**src/rtl/icmp_pkg.sv**
```systemverilog
// Shared definitions for the ICMP receive path: FSM states, type codes,
// header field positions and checksum helpers.
package icmp_pkg;

    typedef enum logic [1:0] {
        ST_IDLE  = 2'd0,
        ST_TDATA = 2'd1,
        ST_DATA  = 2'd2,
        ST_CHECK = 2'd3
    } state_t;

    localparam logic [7:0] ECHO_REPLY      = 8'd0;
    localparam logic [7:0] DEST_UNREACH    = 8'd3;
    localparam logic [7:0] SOURCE_QUENCH   = 8'd4;
    localparam logic [7:0] REDIRECT        = 8'd5;
    localparam logic [7:0] ECHO_REQUEST    = 8'd8;
    localparam logic [7:0] TIME_EXCEEDED   = 8'd11;
    localparam logic [7:0] PARAM_PROBLEM   = 8'd12;
    localparam logic [7:0] TIMESTAMP       = 8'd13;
    localparam logic [7:0] TIMESTAMP_REPLY = 8'd14;

    localparam int TYPE_MSB = 31;
    localparam int TYPE_LSB = 24;
    localparam int CODE_MSB = 23;
    localparam int CODE_LSB = 16;
    localparam int CSUM_MSB = 15;
    localparam int CSUM_LSB = 0;

    localparam logic [15:0] CHECKSUM_GOOD = 16'hFFFF;

    // Wide enough to sum every 16-bit half of the message without overflow.
    function automatic int acc_width(input int payload_words);
        return 16 + $clog2(2 * (payload_words + 2));
    endfunction

    function automatic logic type_known(input logic [7:0] t);
        return t inside {ECHO_REPLY, DEST_UNREACH, SOURCE_QUENCH, REDIRECT, ECHO_REQUEST,
                         TIME_EXCEEDED, PARAM_PROBLEM, TIMESTAMP, TIMESTAMP_REPLY};
    endfunction

endpackage

```
**src/rtl/icmp_receiver_if.sv**
```systemverilog
// Word-stream handshake into the ICMP receiver (transfer = in_valid & in_ready).
interface icmp_receiver_if;
    logic        in_valid;
    logic        in_sof;
    logic [31:0] in_word;
    logic        in_ready;

    modport master (output in_valid, output in_sof, output in_word, input in_ready);
    modport slave  (input in_valid, input in_sof, input in_word, output in_ready);
endinterface

```
**src/rtl/icmp_csum_acc.sv**
```systemverilog
// One's-complement checksum accumulator: load/add 32-bit words as two halves,
// fold twice combinationally and flag an all-ones result.
module icmp_csum_acc
    import icmp_pkg::*;
#(
    parameter int AW = 20
) (
    input  logic        clock,
    input  logic        hardreset,
    input  logic        load,
    input  logic        add,
    input  logic [31:0] word,
    output logic        good
);
    logic [AW-1:0] acc;
    logic [AW-1:0] word_sum;
    logic [16:0]   fold1;
    logic [15:0]   fold2;

    assign word_sum = AW'(word[31:16]) + AW'(word[15:0]);

    always_ff @(posedge clock or posedge hardreset) begin
        if (hardreset) begin
            acc <= '0;
        end else if (load) begin
            acc <= word_sum;
        end else if (add) begin
            acc <= acc + word_sum;
        end
    end

    // The second fold absorbs the carry the first one can produce.
    assign fold1 = 17'(acc[15:0]) + 17'(acc[AW-1:16]);
    assign fold2 = fold1[15:0] + {15'b0, fold1[16]};
    assign good  = (fold2 == CHECKSUM_GOOD);

endmodule

```
**src/rtl/icmp_receiver.sv**
```systemverilog
// ICMP receiver: captures header/typedata/payload and checks the RFC 1071 checksum.
// Define ICMP_TYPE_CHECK_EN to add type_err for unrecognised types with a good checksum.
module icmp_receiver
    import icmp_pkg::*;
#(
    parameter int PAYLOAD_WORDS = 3
) (
    input  logic                       clock,
    input  logic                       hardreset,
    icmp_receiver_if.slave             rx,
    output logic [7:0]                 typeoficmp,
    output logic [7:0]                 code,
    output logic [15:0]                rx_checksum,
    output logic [31:0]                typedata,
    output logic [32*PAYLOAD_WORDS-1:0] payload,
    output logic                       msg_valid,
    output logic                       csum_err,
`ifdef ICMP_TYPE_CHECK_EN
    output logic                       type_err,
`endif
    output logic                       frame_err
);
    localparam int AW = acc_width(PAYLOAD_WORDS);
    localparam int CW = (PAYLOAD_WORDS > 1) ? $clog2(PAYLOAD_WORDS) : 1;

    state_t        state, state_nxt;
    logic [CW-1:0] cnt;
    logic          xfer, last_word, csum_good;
    logic          acc_load, acc_add;
    logic          msg_valid_nxt, csum_err_nxt, frame_err_nxt;
`ifdef ICMP_TYPE_CHECK_EN
    logic          type_err_nxt;
`endif

    assign rx.in_ready = !hardreset && (state != ST_CHECK);
    assign xfer        = rx.in_valid && rx.in_ready;
    assign last_word   = (cnt == CW'(PAYLOAD_WORDS - 1));

    always_ff @(posedge clock or posedge hardreset) begin
        if (hardreset) begin
            state <= ST_IDLE;
        end else begin
            state <= state_nxt;
        end
    end

    // An sof word in any receiving state restarts the message at typedata.
    always_comb begin
        state_nxt = state;
        case (state)
            ST_IDLE:  if (xfer && rx.in_sof) state_nxt = ST_TDATA;
            ST_TDATA: if (xfer) state_nxt = rx.in_sof ? ST_TDATA : ST_DATA;
            ST_DATA:  if (xfer) state_nxt = rx.in_sof ? ST_TDATA : (last_word ? ST_CHECK : ST_DATA);
            ST_CHECK: state_nxt = ST_IDLE;
            default:  state_nxt = ST_IDLE;
        endcase
    end

    always_comb begin
        acc_load      = xfer && rx.in_sof;
        acc_add       = xfer && !rx.in_sof && (state == ST_TDATA || state == ST_DATA);
        frame_err_nxt = xfer && rx.in_sof && (state == ST_TDATA || state == ST_DATA);
        csum_err_nxt  = (state == ST_CHECK) && !csum_good;
`ifdef ICMP_TYPE_CHECK_EN
        msg_valid_nxt = (state == ST_CHECK) && csum_good && type_known(typeoficmp);
        type_err_nxt  = (state == ST_CHECK) && csum_good && !type_known(typeoficmp);
`else
        msg_valid_nxt = (state == ST_CHECK) && csum_good;
`endif
    end

    always_ff @(posedge clock or posedge hardreset) begin
        if (hardreset) begin
            cnt         <= '0;
            typeoficmp  <= '0;
            code        <= '0;
            rx_checksum <= '0;
            typedata    <= '0;
            payload     <= '0;
            msg_valid   <= 1'b0;
            csum_err    <= 1'b0;
            frame_err   <= 1'b0;
`ifdef ICMP_TYPE_CHECK_EN
            type_err    <= 1'b0;
`endif
        end else begin
            msg_valid <= msg_valid_nxt;
            csum_err  <= csum_err_nxt;
            frame_err <= frame_err_nxt;
`ifdef ICMP_TYPE_CHECK_EN
            type_err  <= type_err_nxt;
`endif
            if (acc_load) begin
                typeoficmp  <= rx.in_word[TYPE_MSB:TYPE_LSB];
                code        <= rx.in_word[CODE_MSB:CODE_LSB];
                rx_checksum <= rx.in_word[CSUM_MSB:CSUM_LSB];
                cnt         <= '0;
            end else if (acc_add && state == ST_TDATA) begin
                typedata <= rx.in_word;
                cnt      <= '0;
            end else if (acc_add && state == ST_DATA) begin
                payload[32*int'(cnt) +: 32] <= rx.in_word;
                cnt <= cnt + 1'b1;
            end
        end
    end

    icmp_csum_acc #(.AW(AW)) u_csum (
        .clock     (clock),
        .hardreset (hardreset),
        .load      (acc_load),
        .add       (acc_add),
        .word      (rx.in_word),
        .good      (csum_good)
    );

endmodule

```
**src/flat_wrapper.sv**
```systemverilog
// flat-port wrapper written by rule: the top's interface ports become plain ports
module icmp_receiver_flat import icmp_pkg::*;
#(
    parameter int PAYLOAD_WORDS = 3
)
  (clock, hardreset, typeoficmp, code, rx_checksum, typedata, payload, msg_valid, csum_err, frame_err, rx_in_valid, rx_in_sof, rx_in_word, rx_in_ready);
  icmp_receiver_if rx_i ();
  input  logic clock;
  input  logic hardreset;
  output logic [7:0] typeoficmp;
  output logic [7:0] code;
  output logic [15:0] rx_checksum;
  output logic [31:0] typedata;
  output logic [32*PAYLOAD_WORDS-1:0] payload;
  output logic msg_valid;
  output logic csum_err;
  output logic frame_err;
  input wire logic [$bits(rx_i.in_valid)-1:0] rx_in_valid;
  input wire logic [$bits(rx_i.in_sof)-1:0] rx_in_sof;
  input wire logic [$bits(rx_i.in_word)-1:0] rx_in_word;
  output wire logic [$bits(rx_i.in_ready)-1:0] rx_in_ready;
  assign rx_i.in_valid = rx_in_valid;
  assign rx_i.in_sof = rx_in_sof;
  assign rx_i.in_word = rx_in_word;
  assign rx_in_ready = rx_i.in_ready;
  icmp_receiver #(.PAYLOAD_WORDS(PAYLOAD_WORDS)) u_core (.clock(clock), .hardreset(hardreset), .rx(rx_i), .typeoficmp(typeoficmp), .code(code), .rx_checksum(rx_checksum), .typedata(typedata), .payload(payload), .msg_valid(msg_valid), .csum_err(csum_err), .frame_err(frame_err));
endmodule
```
**config.mk**
```make
export PLATFORM = sky130hd
export DESIGN_NAME = icmp_receiver_flat
export DESIGN_NICKNAME = d
export VERILOG_FILES = /design/src/rtl/icmp_pkg.sv /design/src/rtl/icmp_receiver_if.sv /design/src/rtl/icmp_csum_acc.sv /design/src/rtl/icmp_receiver.sv /design/src/flat_wrapper.sv
export SDC_FILE = /design/constraint.sdc
export NUM_CORES = 1
export LEC_CHECK = 0
export ABC_CLOCK_PERIOD_IN_PS = 6200
export CELL_PAD_IN_SITES_DETAIL_PLACEMENT = 1
export CELL_PAD_IN_SITES_GLOBAL_PLACEMENT = 1
export CORE_MARGIN = 8
export CORE_UTILIZATION = 43
export DETAILED_ROUTE_END_ITERATION = 10
export DONT_BUFFER_PORTS = 1
export GPL_TIMING_DRIVEN = 0
export PLACE_DENSITY = 0.83
export SLEW_MARGIN = 10
export SYNTH_ARGS = -nofsm -noshare
export SYNTH_HDL_FRONTEND = slang
export SYNTH_SLANG_ARGS = --single-unit
```
**constraint.sdc**
```tcl
create_clock -name clock -period 6.2 [get_ports clock]
set_input_delay 0.93 -clock clock [delete_from_list [all_inputs] [get_ports clock]]
set_output_delay 0.93 -clock clock [all_outputs]
set_load 0.1 [all_outputs]
```
==> flow_summary.yaml <==
cells_and_area:
  drive_gt1_frac: 0.0412
  design_area_sq_um: 10400
  nets: 1193
  n_antenna_cell: 0
  fin_cells: 1396
  syn_to_final_growth_pct: 11.1
die:
  start_util: 0.435
  die_h_um: 164
  coreArea_sq_um: 21600
  ioPinCount: 200
  num_rows: 54
  die_w_um: 164
  dieArea_sq_um: 26800
timing:
  setup_viol: 0
  finalMaxSlewViolations: 0
  fin_skew_ps: 16.6
  relSlewSlack: 0.163
  fin_crit_ps: 4410
  clock.fmax_mhz: 227
  fin_crit_sh: 0.711
  grt_setup_unrepaired: "false"
  hold_viol_final: 0
  hold_ws_ps: 488
  tightest_slew_ps: 1250
logic_synthesis:
  netlist_area_sq_um: 9400
  synth_simple_gate_area_frac: 0.217
  synth.area.mux_share: 0.00426
  synthFlopType: "dfrtp_1"
  synth_edf_count: 0
  synth.distinct_cells: 55
  synth.avg_cell_area_sq_um: 8.69
  synthArstFlopShare: 1.00
  ys_warn_count: 0
  yosys.area_share.adder: 0.0743
  synth_area_leaders: "dfrtp_1, nand2_1, ha_1"
  ys_seq_elements: 187
  synth_top_family_by_area: "simple AND/OR/NAND/NOR gates"
  yosys.area.top_type: "dfrtp_1"
  synth_cells: 1081
  ys_seq_area_frac: 0.498
  synth_compound_area_frac: 0.145
  synth_fp_nets: 1171
  synth_xor_area_frac: 0.0317
  synth_top_area_frac: 0.498
critical_path:
  crit_fanout: 6
  startpoint_type: "primary input"
  critPathArrivalTime_ps: 4760
  critPathKind: "in2reg"
  critPathRequiredTime_ps: 6560
  cp-end-kind: "flip-flop"
  regToRegSetupSlack_ps: 2110
routing:
  wl_um: 32900
  viasPerCell: 5.83
  wl_per_cell_um: 23.6
  postRouteAntennaNets: 0
  drtIter0Drc: 646
  drcViolationCount: 0
  dr.pass1.iters: 5
  vias: 8134
power_and_ir_drop:
  leakage_uw: 0.00492
  peakVddDrop_v: 0.000225
  power_density_nw_per_um2: 590
global_route:
  grt_overflow: 0
  antenna_found_initial: 0
  grt_max_degree: 114
  grt_pass1_vias: 8688
  track_usage: 0.245
  grt_pass1_wl_um: 50700
worst_hold_path:
  hold_class: "in2async"
clocking:
  clock_latency_ps: 450
  path_clk_slew_ps: 80
  max-clock-path-buffers: 2
  ctsResizeCount: 0
  cts_max_level: 4
  cts_tree: "done"
  holdBufCountCts: 0
  postCtsSetupRepairBufs: 0
  cts_sinks: 187
  cts_buffers: 17
  clockRootBuffer: "clkbuf_16"
job:
  drv_cap: 0
placed_design:
  placed_cell_area_sq_um: 9820
  io_buffers: 0
  dp_cells: 1364
  routabilityCongestion: 0.887
  hpwl_um: 24200
outcome:
  status: "completed"
[synth_stat cells, drive strengths merged, types with 2 or more instances]
cell	count
nor3	10
nand2	408
nand2b	2
clkbuf	44
a21o	16
or3	3
fa	3
nor4	2
o21bai	2
dfrtp	187
a221o	5
or2	2
o21ai	117
nand3	10
o31a	2
a2111oi	2
inv	23
a211o	2
o211ai	4
buf	6
a31oi	10
nor2b	4
a22oi	4
xor2	12
nor2	33
nand4	8
and3	8
xnor2	22
and2	6
ha	51
a21oi	34
a211oi	7
mux2i	4
o21a	10
nor3b	4
[final cells by class]
class / instances / area (sq um)
fill: 2558 / 11200
timing repair buffer: 3 / 58.8
sequential: 187 / 4680
clock buffer: 17 / 425
clock inverter: 15 / 195
tap: 280 / 350
buffer: 50 / 190
inverter: 23 / 93.8
multi-input combinational: 821 / 4440
[logic make-up (layout without fill, tap and decap cells)]
logic type | count (synthesis) | in the layout
compound gates | 226 | 226
xor+xnor | 34 | 34
simple gates | 503 | 503
buf+inv | 73 | 108
fa+ha+maj | 54 | 54
mux | 4 | 4
flops | 187 | 187
[worst max-delay path, cell delays in order]
cell       delay [ps]
ha_1              290
a211oi_1          270
nor2_1            140
o31a_1            270
o21ai_0           150
nand2b_1          120
xor2_1            270
ha_1              360
a21oi_1           230
o311ai_0          210
o2111ai_1         310
a31oi_1           210
or3_1             380
a21oi_1           340
nand4_1           140
o211ai_1          120
[worst paths after layout]
| check | startpoint | endpoint | cells past startpoint |
|---|---|---|---|
| max reg2reg | u_core.u_csum.acc[1] | u_core.csum_err | 13 |
| min reg2reg | u_core.u_csum.acc[0] | u_core.u_csum.acc[0] | 2 |
| max in group asynchronous | hardreset | u_core.typedata[13] | 2 |
| max | rx_in_word[1] | u_core.u_csum.acc[17] | 16 |
| min | hardreset | u_core.frame_err | 1 |
| min in group clock | rx_in_word[12] | u_core.rx_checksum[12] | 2 |
[power breakdown]
group          switching (uW)  internal, uW
Combinational             888           607
Sequential               2040          1480
Clock                     587           553
Total                    3520          2640
[flip-flops by register name, summed over array words and instances, names as in the netlist, 2 cells and up]
register,cells
u_core.state,2
u_core.code,8
u_core.payload,96
u_core.typeoficmp,8
u_core.cnt,2
u_core.typedata,32
u_core.u_csum.acc,20
u_core.rx_checksum,16
[through the flow]
| step | total power (uW) | worst slack (ps) | util | TNS, ps |
|---|---|---|---|---|
| floorplan | 4560 | 185 | - | 0 |
| global placement | 4890 | -2070 | 0.451 | -383230 |
| detailed placement | 4990 | 1400 | 0.454 | 0 |
| CTS | 6170 | 1840 | 0.483 | 0 |
| global route | 6430 | 1470 | 0.483 | 0 |
| finish | 6150 | 1790 | 0.483 | 0 |
[routing by layer]
| metal | share of wire | track usage | vias to the layer above | wire length, um |
|---|---|---|---|---|
| met4 | 0.042 | 0.120 | 0 | 1380 |
| met1 | 0.40 | 0.292 | 4117 | 13200 |
| met5 | 0 | 0 | - | 0 |
| li1 | - | - | 3662 | - |
| met2 | 0.48 | 0.404 | 272 | 15700 |
| met3 | 0.081 | 0.0644 | 83 | 2660 |
[cell usage in the layout, fill, tap and decap left out, drive strengths merged, types with 2 or more instances in the layout]
| cell | netlist | final |
|---|---|---|
| a2111oi | 2 | 2 |
| a211o | 2 | 2 |
| a211oi | 7 | 7 |
| a21o | 16 | 16 |
| a21oi | 34 | 34 |
| a221o | 5 | 5 |
| a22oi | 4 | 4 |
| a31oi | 10 | 10 |
| and2 | 6 | 6 |
| and3 | 8 | 8 |
| buf | 6 | 9 |
| clkbuf | 44 | 61 |
| clkinv | 0 | 8 |
| dfrtp | 187 | 187 |
| fa | 3 | 3 |
| ha | 51 | 51 |
| inv | 23 | 29 |
| mux2i | 4 | 4 |
| nand2 | 408 | 408 |
| nand2b | 2 | 2 |
| nand3 | 10 | 10 |
| nand4 | 8 | 8 |
| nor2 | 33 | 33 |
| nor2b | 4 | 4 |
| nor3 | 10 | 10 |
| nor3b | 4 | 4 |
| nor4 | 2 | 2 |
| o211ai | 4 | 4 |
| o21a | 10 | 10 |
| o21ai | 117 | 117 |
| o21bai | 2 | 2 |
| o31a | 2 | 2 |
| or2 | 2 | 2 |
| or3 | 3 | 3 |
| xnor2 | 22 | 22 |
| xor2 | 12 | 12 |
No activity file was read; power rests on OpenSTA's default activity.
